### src/rtl/p_counter_arb_if.sv
// p_counter_arb_if: bundle of the requester, counter and response signals
// around p_counter_arb.
//   slave  modport : arbiter side (takes requests, drives counter strobes, answers)
//   master modport : environment side (requesters, counter, response consumer)
// Signals:
//   req_valid[NREQ], req_op[2*NREQ], req_data[WIDTH*NREQ], req_ready[NREQ]
//   cnt_set, cnt_up, cnt_down, cnt_set_value[WIDTH], cnt_count[WIDTH+2]
//   rsp_valid, rsp_ready, rsp_id[$clog2(NREQ)], rsp_count[WIDTH+2], rsp_err
interface p_counter_arb_if #(
  parameter int unsigned WIDTH = 8,
  parameter int unsigned NREQ  = 4
);
  localparam int unsigned ID_W = $clog2(NREQ);
  localparam int unsigned CW   = WIDTH + 2;

  logic [NREQ-1:0]       req_valid;
  logic [2*NREQ-1:0]     req_op;
  logic [WIDTH*NREQ-1:0] req_data;
  logic [NREQ-1:0]       req_ready;

  logic                  cnt_set;
  logic                  cnt_up;
  logic                  cnt_down;
  logic [WIDTH-1:0]      cnt_set_value;
  logic [CW-1:0]         cnt_count;

  logic                  rsp_valid;
  logic                  rsp_ready;
  logic [ID_W-1:0]       rsp_id;
  logic [CW-1:0]         rsp_count;
  logic                  rsp_err;

  modport slave (
    input  req_valid, req_op, req_data, cnt_count, rsp_ready,
    output req_ready, cnt_set, cnt_up, cnt_down, cnt_set_value,
           rsp_valid, rsp_id, rsp_count, rsp_err
  );

  modport master (
    output req_valid, req_op, req_data, cnt_count, rsp_ready,
    input  req_ready, cnt_set, cnt_up, cnt_down, cnt_set_value,
           rsp_valid, rsp_id, rsp_count, rsp_err
  );
endinterface

### src/rtl/p_counter_arb.sv
// p_counter_arb: shares one p_counter among NREQ requesters.
// A requester's READ/UP/DOWN/SET command is granted round-robin, turned into
// a single-cycle strobe on the counter, and the post-update count is handed
// back on a held valid/ready response channel. One command is in flight.
//
// Ports:
//   clk    - rising-edge clock
//   reset  - asynchronous, active-high; aborts any command, clears all state
//   bus    - p_counter_arb_if.slave (requests, counter strobes, response)
//
// Build option:
//   CNT_ARB_FIXED_PRIO_EN - lowest valid index always wins; rr_ptr pinned at 0.
//
// Op encoding on req_op: 00 READ, 01 UP, 10 DOWN, 11 SET.
// Sequence per command: IDLE (grant) -> ISSUE (ready + strobe) ->
// SETTLE (capture count) -> RESP (wait rsp_ready).
module p_counter_arb #(
  parameter int unsigned WIDTH = 8,
  parameter int unsigned NREQ  = 4
) (
  input  logic            clk,
  input  logic            reset,
  p_counter_arb_if.slave  bus
);

  localparam int unsigned ID_W = $clog2(NREQ);
  localparam int unsigned CW   = WIDTH + 2;

  localparam logic [1:0] S_IDLE   = 2'd0;
  localparam logic [1:0] S_ISSUE  = 2'd1;
  localparam logic [1:0] S_SETTLE = 2'd2;
  localparam logic [1:0] S_RESP   = 2'd3;

  localparam logic [1:0] OP_READ = 2'b00;
  localparam logic [1:0] OP_UP   = 2'b01;
  localparam logic [1:0] OP_DOWN = 2'b10;
  localparam logic [1:0] OP_SET  = 2'b11;

  // State and registered outputs
  logic [1:0]       state_q,     state_d;
  logic [ID_W-1:0]  grant_q,     grant_d;
  logic [1:0]       op_q,        op_d;
  logic [ID_W-1:0]  rr_ptr_q,    rr_ptr_d;
  logic             err_q,       err_d;
  logic [NREQ-1:0]  req_ready_q, req_ready_d;
  logic             set_q,       set_d;
  logic             up_q,        up_d;
  logic             down_q,      down_d;
  logic [WIDTH-1:0] set_value_q, set_value_d;
  logic             rsp_valid_q, rsp_valid_d;
  logic [ID_W-1:0]  rsp_id_q,    rsp_id_d;
  logic [CW-1:0]    rsp_count_q, rsp_count_d;
  logic             rsp_err_q,   rsp_err_d;

  // Arbitration results
  logic             pick_found;
  logic [ID_W-1:0]  pick_idx;
  logic [1:0]       pick_op;
  logic [WIDTH-1:0] pick_data;
  logic [NREQ-1:0]  pick_onehot;
  int unsigned      cand;
  logic [ID_W-1:0]  rr_next;

  // Cyclic search for the first valid requester at or after rr_ptr.
  // In fixed-priority builds rr_ptr never leaves 0, so this is lowest-index-first.
  always_comb begin
    pick_found = 1'b0;
    pick_idx   = '0;
    cand       = 0;
    for (int k = 0; k < NREQ; k++) begin
      cand = 32'(rr_ptr_q) + 32'(k);
      if (cand >= NREQ) begin
        cand = cand - NREQ;
      end
      if (!pick_found && bus.req_valid[ID_W'(cand)]) begin
        pick_found = 1'b1;
        pick_idx   = ID_W'(cand);
      end
    end
  end

  // Select the winner's op/data and build its one-hot ready
  always_comb begin
    pick_op     = '0;
    pick_data   = '0;
    pick_onehot = NREQ'(1) << pick_idx;
    for (int k = 0; k < NREQ; k++) begin
      if (pick_idx == ID_W'(k)) begin
        pick_op   = bus.req_op[2*k +: 2];
        pick_data = bus.req_data[WIDTH*k +: WIDTH];
      end
    end
  end

  // Pointer just past the current winner, wrapping at NREQ
  always_comb begin
    rr_next = (grant_q == ID_W'(NREQ - 1)) ? '0 : grant_q + ID_W'(1);
  end

  // Next-state and output logic
  always_comb begin
    state_d     = state_q;
    grant_d     = grant_q;
    op_d        = op_q;
    rr_ptr_d    = rr_ptr_q;
    err_d       = err_q;
    req_ready_d = '0;
    set_d       = 1'b0;
    up_d        = 1'b0;
    down_d      = 1'b0;
    set_value_d = '0;
    rsp_valid_d = rsp_valid_q;
    rsp_id_d    = rsp_id_q;
    rsp_count_d = rsp_count_q;
    rsp_err_d   = rsp_err_q;

    case (state_q)
      // Grant and latch; ready/strobe registers go high for the ISSUE cycle
      S_IDLE: begin
        if (pick_found) begin
          state_d     = S_ISSUE;
          grant_d     = pick_idx;
          op_d        = pick_op;
          req_ready_d = pick_onehot;
          case (pick_op)
            OP_READ: begin
            end
            OP_UP: begin
              up_d = 1'b1;
            end
            OP_DOWN: begin
              down_d = 1'b1;
            end
            OP_SET: begin
              set_d       = 1'b1;
              set_value_d = pick_data;
            end
          endcase
        end
      end

      // Counter still shows the pre-update value here, so judge wrap/underflow now
      S_ISSUE: begin
        state_d = S_SETTLE;
        err_d   = ((op_q == OP_DOWN) && (bus.cnt_count == '0)) ||
                  ((op_q == OP_UP)   && (&bus.cnt_count));
      end

      // Counter has taken the strobe; capture the result
      S_SETTLE: begin
        state_d     = S_RESP;
        rsp_valid_d = 1'b1;
        rsp_id_d    = grant_q;
        rsp_count_d = bus.cnt_count;
        rsp_err_d   = err_q;
      end

      S_RESP: begin
        if (bus.rsp_ready) begin
          state_d     = S_IDLE;
          rsp_valid_d = 1'b0;
`ifdef CNT_ARB_FIXED_PRIO_EN
          rr_ptr_d    = '0;
`else
          rr_ptr_d    = rr_next;
`endif
        end
      end

      default: begin
        state_d = S_IDLE;
      end
    endcase
  end

  // State register
  always_ff @(posedge clk or posedge reset) begin
    if (reset) begin
      state_q     <= S_IDLE;
      grant_q     <= '0;
      op_q        <= '0;
      rr_ptr_q    <= '0;
      err_q       <= 1'b0;
      req_ready_q <= '0;
      set_q       <= 1'b0;
      up_q        <= 1'b0;
      down_q      <= 1'b0;
      set_value_q <= '0;
      rsp_valid_q <= 1'b0;
      rsp_id_q    <= '0;
      rsp_count_q <= '0;
      rsp_err_q   <= 1'b0;
    end else begin
      state_q     <= state_d;
      grant_q     <= grant_d;
      op_q        <= op_d;
      rr_ptr_q    <= rr_ptr_d;
      err_q       <= err_d;
      req_ready_q <= req_ready_d;
      set_q       <= set_d;
      up_q        <= up_d;
      down_q      <= down_d;
      set_value_q <= set_value_d;
      rsp_valid_q <= rsp_valid_d;
      rsp_id_q    <= rsp_id_d;
      rsp_count_q <= rsp_count_d;
      rsp_err_q   <= rsp_err_d;
    end
  end

  assign bus.req_ready     = req_ready_q;
  assign bus.cnt_set       = set_q;
  assign bus.cnt_up        = up_q;
  assign bus.cnt_down      = down_q;
  assign bus.cnt_set_value = set_value_q;
  assign bus.rsp_valid     = rsp_valid_q;
  assign bus.rsp_id        = rsp_id_q;
  assign bus.rsp_count     = rsp_count_q;
  assign bus.rsp_err       = rsp_err_q;

endmodule

### src/flat_wrapper.sv
// flat-port wrapper written by rule: the top's interface ports become plain ports
module p_counter_arb_flat 
#(
  parameter int unsigned WIDTH = 8,
  parameter int unsigned NREQ  = 4
)
  (clk, reset, bus_req_valid, bus_req_op, bus_req_data, bus_cnt_count, bus_rsp_ready, bus_req_ready, bus_cnt_set, bus_cnt_up, bus_cnt_down, bus_cnt_set_value, bus_rsp_valid, bus_rsp_id, bus_rsp_count, bus_rsp_err);
  p_counter_arb_if #(.WIDTH(WIDTH), .NREQ(NREQ)) bus_i ();
  input  logic clk;
  input  logic reset;
  input wire logic [$bits(bus_i.req_valid)-1:0] bus_req_valid;
  input wire logic [$bits(bus_i.req_op)-1:0] bus_req_op;
  input wire logic [$bits(bus_i.req_data)-1:0] bus_req_data;
  input wire logic [$bits(bus_i.cnt_count)-1:0] bus_cnt_count;
  input wire logic [$bits(bus_i.rsp_ready)-1:0] bus_rsp_ready;
  output wire logic [$bits(bus_i.req_ready)-1:0] bus_req_ready;
  output wire logic [$bits(bus_i.cnt_set)-1:0] bus_cnt_set;
  output wire logic [$bits(bus_i.cnt_up)-1:0] bus_cnt_up;
  output wire logic [$bits(bus_i.cnt_down)-1:0] bus_cnt_down;
  output wire logic [$bits(bus_i.cnt_set_value)-1:0] bus_cnt_set_value;
  output wire logic [$bits(bus_i.rsp_valid)-1:0] bus_rsp_valid;
  output wire logic [$bits(bus_i.rsp_id)-1:0] bus_rsp_id;
  output wire logic [$bits(bus_i.rsp_count)-1:0] bus_rsp_count;
  output wire logic [$bits(bus_i.rsp_err)-1:0] bus_rsp_err;
  assign bus_i.req_valid = bus_req_valid;
  assign bus_i.req_op = bus_req_op;
  assign bus_i.req_data = bus_req_data;
  assign bus_i.cnt_count = bus_cnt_count;
  assign bus_i.rsp_ready = bus_rsp_ready;
  assign bus_req_ready = bus_i.req_ready;
  assign bus_cnt_set = bus_i.cnt_set;
  assign bus_cnt_up = bus_i.cnt_up;
  assign bus_cnt_down = bus_i.cnt_down;
  assign bus_cnt_set_value = bus_i.cnt_set_value;
  assign bus_rsp_valid = bus_i.rsp_valid;
  assign bus_rsp_id = bus_i.rsp_id;
  assign bus_rsp_count = bus_i.rsp_count;
  assign bus_rsp_err = bus_i.rsp_err;
  p_counter_arb #(.WIDTH(WIDTH), .NREQ(NREQ)) u_core (.clk(clk), .reset(reset), .bus(bus_i));
endmodule
### config.mk
export PLATFORM = sky130hd
export DESIGN_NAME = p_counter_arb_flat
export DESIGN_NICKNAME = d
export VERILOG_FILES = /design/src/rtl/p_counter_arb_if.sv /design/src/rtl/p_counter_arb.sv /design/src/flat_wrapper.sv
export SDC_FILE = /design/constraint.sdc
export NUM_CORES = 1
export LEC_CHECK = 0
export CORE_MARGIN = 5
export CORE_UTILIZATION = 31
export CTS_CLUSTER_DIAMETER = 40
export DETAILED_ROUTE_END_ITERATION = 10
export DONT_BUFFER_PORTS = 1
export GPL_ROUTABILITY_DRIVEN = 0
export PLACE_DENSITY_LB_ADDON = 0.2
export SLEW_MARGIN = 0
export SYNTH_ARGS = -nofsm -noshare
export SYNTH_HDL_FRONTEND = slang
export SYNTH_SLANG_ARGS = --single-unit
### constraint.sdc
create_clock -name clk -period 2.4 [get_ports clk]
set_input_delay 0.48 -clock clk [delete_from_list [all_inputs] [get_ports clk]]
set_output_delay 0.48 -clock clk [all_outputs]
set_load 0.1 [all_outputs]
==> reports/metrics.yaml <==
outcome:
  status: "complete, no violations"
drt:
  wl_mm: 4.40
  via_per_inst: 5.18
  num_vias: 1326
  drtPass1Iterations: 3
  ant_nets: 0
  drt_first_iter_violations: 20
  drc_errors: 0
  wl_per_cell_um: 17.2
timing:
  max_freq_ghz: 0.461
  relSlewSlack_pct: 39.5
  drv_slew: 0
  totalNegativeSetupSlack_ns: 0
  setup_viol_count_final: 0
  period_share_pct: 90.4
  worst_slew_pin_slew_ns: 0.908
  clock_skew_ns: 0.0114
  period_minus_slack_ns: 2.17
  rsz0062_at_grt: "no"
  hold_viol: 0
finish:
  fin_nets: 243
  drive_above_1_share_pct: 33.1
  area_delta_synth_final_pct: 13.6
  post-route-util_pct: 36.6
  antenna_cells: 0
worst_setup_path:
  r2r_cells: 7
  worstPathCellList: "mux2i_1, nor2_1, nor3_2, nand2b_1, o22a_1, buf_4, a2111oi_2"
  startpoint: "u_core.rr_ptr_q[1]$_DFFE_PP0P_"
  required_ns: 2.56
  reg2reg_slack_ns: 0.23
  cp_data_arrival_time_ns: 2.33
  start_kind: "flip-flop"
  path_class: "flip-flop to flip-flop"
  cpMaxStageDelayCell: "dfrtp_1"
  worstSetupEndpoint: "u_core.bus.cnt_set_value[5]$_DFF_PP0_"
  endpoint_kind: "flip-flop"
  cpPeakStageDelay_ns: 0.44
  regToRegEndpoint: "u_core.bus.cnt_set_value[5]$_DFF_PP0_"
  r2r-start: "u_core.rr_ptr_q[1]$_DFFE_PP0P_"
  crit_fanout: 10
global_routing:
  grt_pass1_wl_mm: 6.73
  grt_busiest_layer: "met2"
  met2_usage_pct: 19.8
  use_met3_pct: 4.52
  grt_pass1_vias: 1491
  grt_max_degree: 39
  antenna_found_initial: 0
  grt-ovfl-total: 0
  gr-usage-met1_pct: 11.7
  grt_use_total_pct: 11.2
cts:
  clock_latency_ns: 0.29
  cts_sinks: 38
  clk_pin_slew_worst_paths_ns: 0.08
  postCtsSetupBuffers: 0
  h-tree-depth: 2
  cts_tree: "built"
  ctsHoldBuffers: 0
  cts_buffers: 5
  cts_resized: 0
  clk_path_buf_depth: 2
  ctsRootBufferMaster: "clkbuf_8"
synth:
  syn_inst: 162
  ys_ff_latch: 38
  synth_flop_cell: "dfrtp_1"
  synth_cell_types: 33
  syn_nets: 224
  yosysSeqAreaShare_pct: 49.3
  yosys_warnings: 0
  yosysTopAreaCell: "dfrtp_1"
  synthTopCellsByArea: "dfrtp_1 49%, mux2_2 13%, mux2i_1 7.3%"
  synth_edf_count: 0
  yosys.area.top_type_share_pct: 49.3
  netlist_area_um2: 1930
  async_reset_ff_share_pct: 100
  synth.avg_cell_area_um2: 11.9
floorplan:
  die_x_um: 88.9
  pin_count: 86
  dieArea_um2: 7910
  core_area_um2: 5990
  initial_utilization_pct: 32.2
  die_h_um: 88.9
  num_rows: 28
run:
  max_cap_viol_count: 0
worst_hold_path:
  hold_class: "primary input to async pin"
placement:
  io_buffers: 0
  dp_hpwl_mm: 3.43
==> stage by stage <==
stage          hold slack [ns]  instance area [um2]  setup slack (ns)  cells
2_1_floorplan            0.461                 1930             0.489    162
3_3_place_gp             0.493                 2110             0.360    249
3_5_place_dp             0.497                 2110             0.237    249
4_1_cts                  0.209                 2190             0.210    256
5_1_grt                  0.248                 2190            0.0456    256
6_report                 0.188                 2190             0.230    256
==> layer usage <==
layer / share of wire [%] / vias to the layer above / routed length [um]
met5: 0 / - / 0
met4: 1.3 / 0 / 55
met3: 10 / 6 / 444
met2: 49 / 64 / 2180
met1: 39 / 642 / 1730
li1: - / 614 / -
==> area by class of cell <==
class | instances | area [um2]
Clock buffer | 5 | 68.8
Multi-Input combinational cell | 108 | 882
Tap cell | 75 | 93.8
Clock inverter | 2 | 10.0
Timing Repair Buffer | 22 | 165
Fill cell | 575 | 3800
Inverter | 6 | 22.5
Sequential cell | 38 | 951
==> synthesized netlist by cell type (2+ instances only) <==
cell type,n
buf_6,3
nor4_1,3
nand2b_1,3
nor2b_1,2
nor2_1,17
ha_1,5
a21oi_1,5
inv_1,6
mux2_2,22
nand4_1,2
a2111oi_2,7
o22a_1,2
mux2i_1,14
clkbuf_1,3
dfrtp_1,38
nand2_1,10
o21ai_0,2
nor3_1,3
==> worst min path at each step <==
stage | endpoint | slack, ns | cells after the start
global placement | u_core.bus.rsp_err$_DFFE_PP0P_ | 0.49 | 1
detailed placement | u_core.bus.rsp_err$_DFFE_PP0P_ | 0.50 | 1
CTS | u_core.bus.rsp_count[1]$_DFFE_PP0P_ | 0.21 | 2
floorplan | u_core.op_q[1]$_DFFE_PP0P_ | 0.46 | 2
finish | u_core.bus.cnt_set_value[4]$_DFF_PP0_ | 0.19 | 2
global route | u_core.bus.cnt_set_value[3]$_DFF_PP0_ | 0.25 | 2
==> critical path: cells and delay by family (launching register included) <==
| family | cells | cell delay (ns) |
|---|---|---|
| DFF | 1 | 0.44 |
| muxes | 1 | 0.21 |
| buffers and inverters | 1 | 0.19 |
| and+or+nand+nor | 3 | 0.63 |
| AOI/OAI and AO/OA | 2 | 0.58 |
==> placed cells by master, fill, tap and decap left out, drive strengths merged, types with 5 or more instances in the layout <==
cell,n
clkbuf,5
nor2,17
mux2,23
buf,22
a21oi,5
mux2i,14
inv,6
ha,5
dfrtp,38
nand2,10
a2111oi,8
==> sequential cells by signal, summed over array words and instances (netlist names), 2 cells and up <==
name	cells
u_core.op_q	2
u_core.bus.rsp_id	2
u_core.rr_ptr_q	2
u_core.bus.req_ready	4
u_core.state_q	2
u_core.grant_q	2
u_core.bus.rsp_count	10
u_core.bus.cnt_set_value	8
==> cells by family (layout without fill, tap and decap cells) <==
logic type               count (synthesis)  after routing  share of synthesized area, %
AND/OR/NAND/NOR                         43             43                          10.6
flip-flops                              38             38                          49.3
multiplexers                            37             37                          20.7
AO/OA/AOI/OAI                           23             23                          10.9
buffers and inverters                   16             35                          5.31
adder cells (fa/ha/maj)                  5              5                          3.24
Power is left out: the tool's default activity adds up to more than one toggle a clock period on the data nets, which glitch-free logic cannot reach.
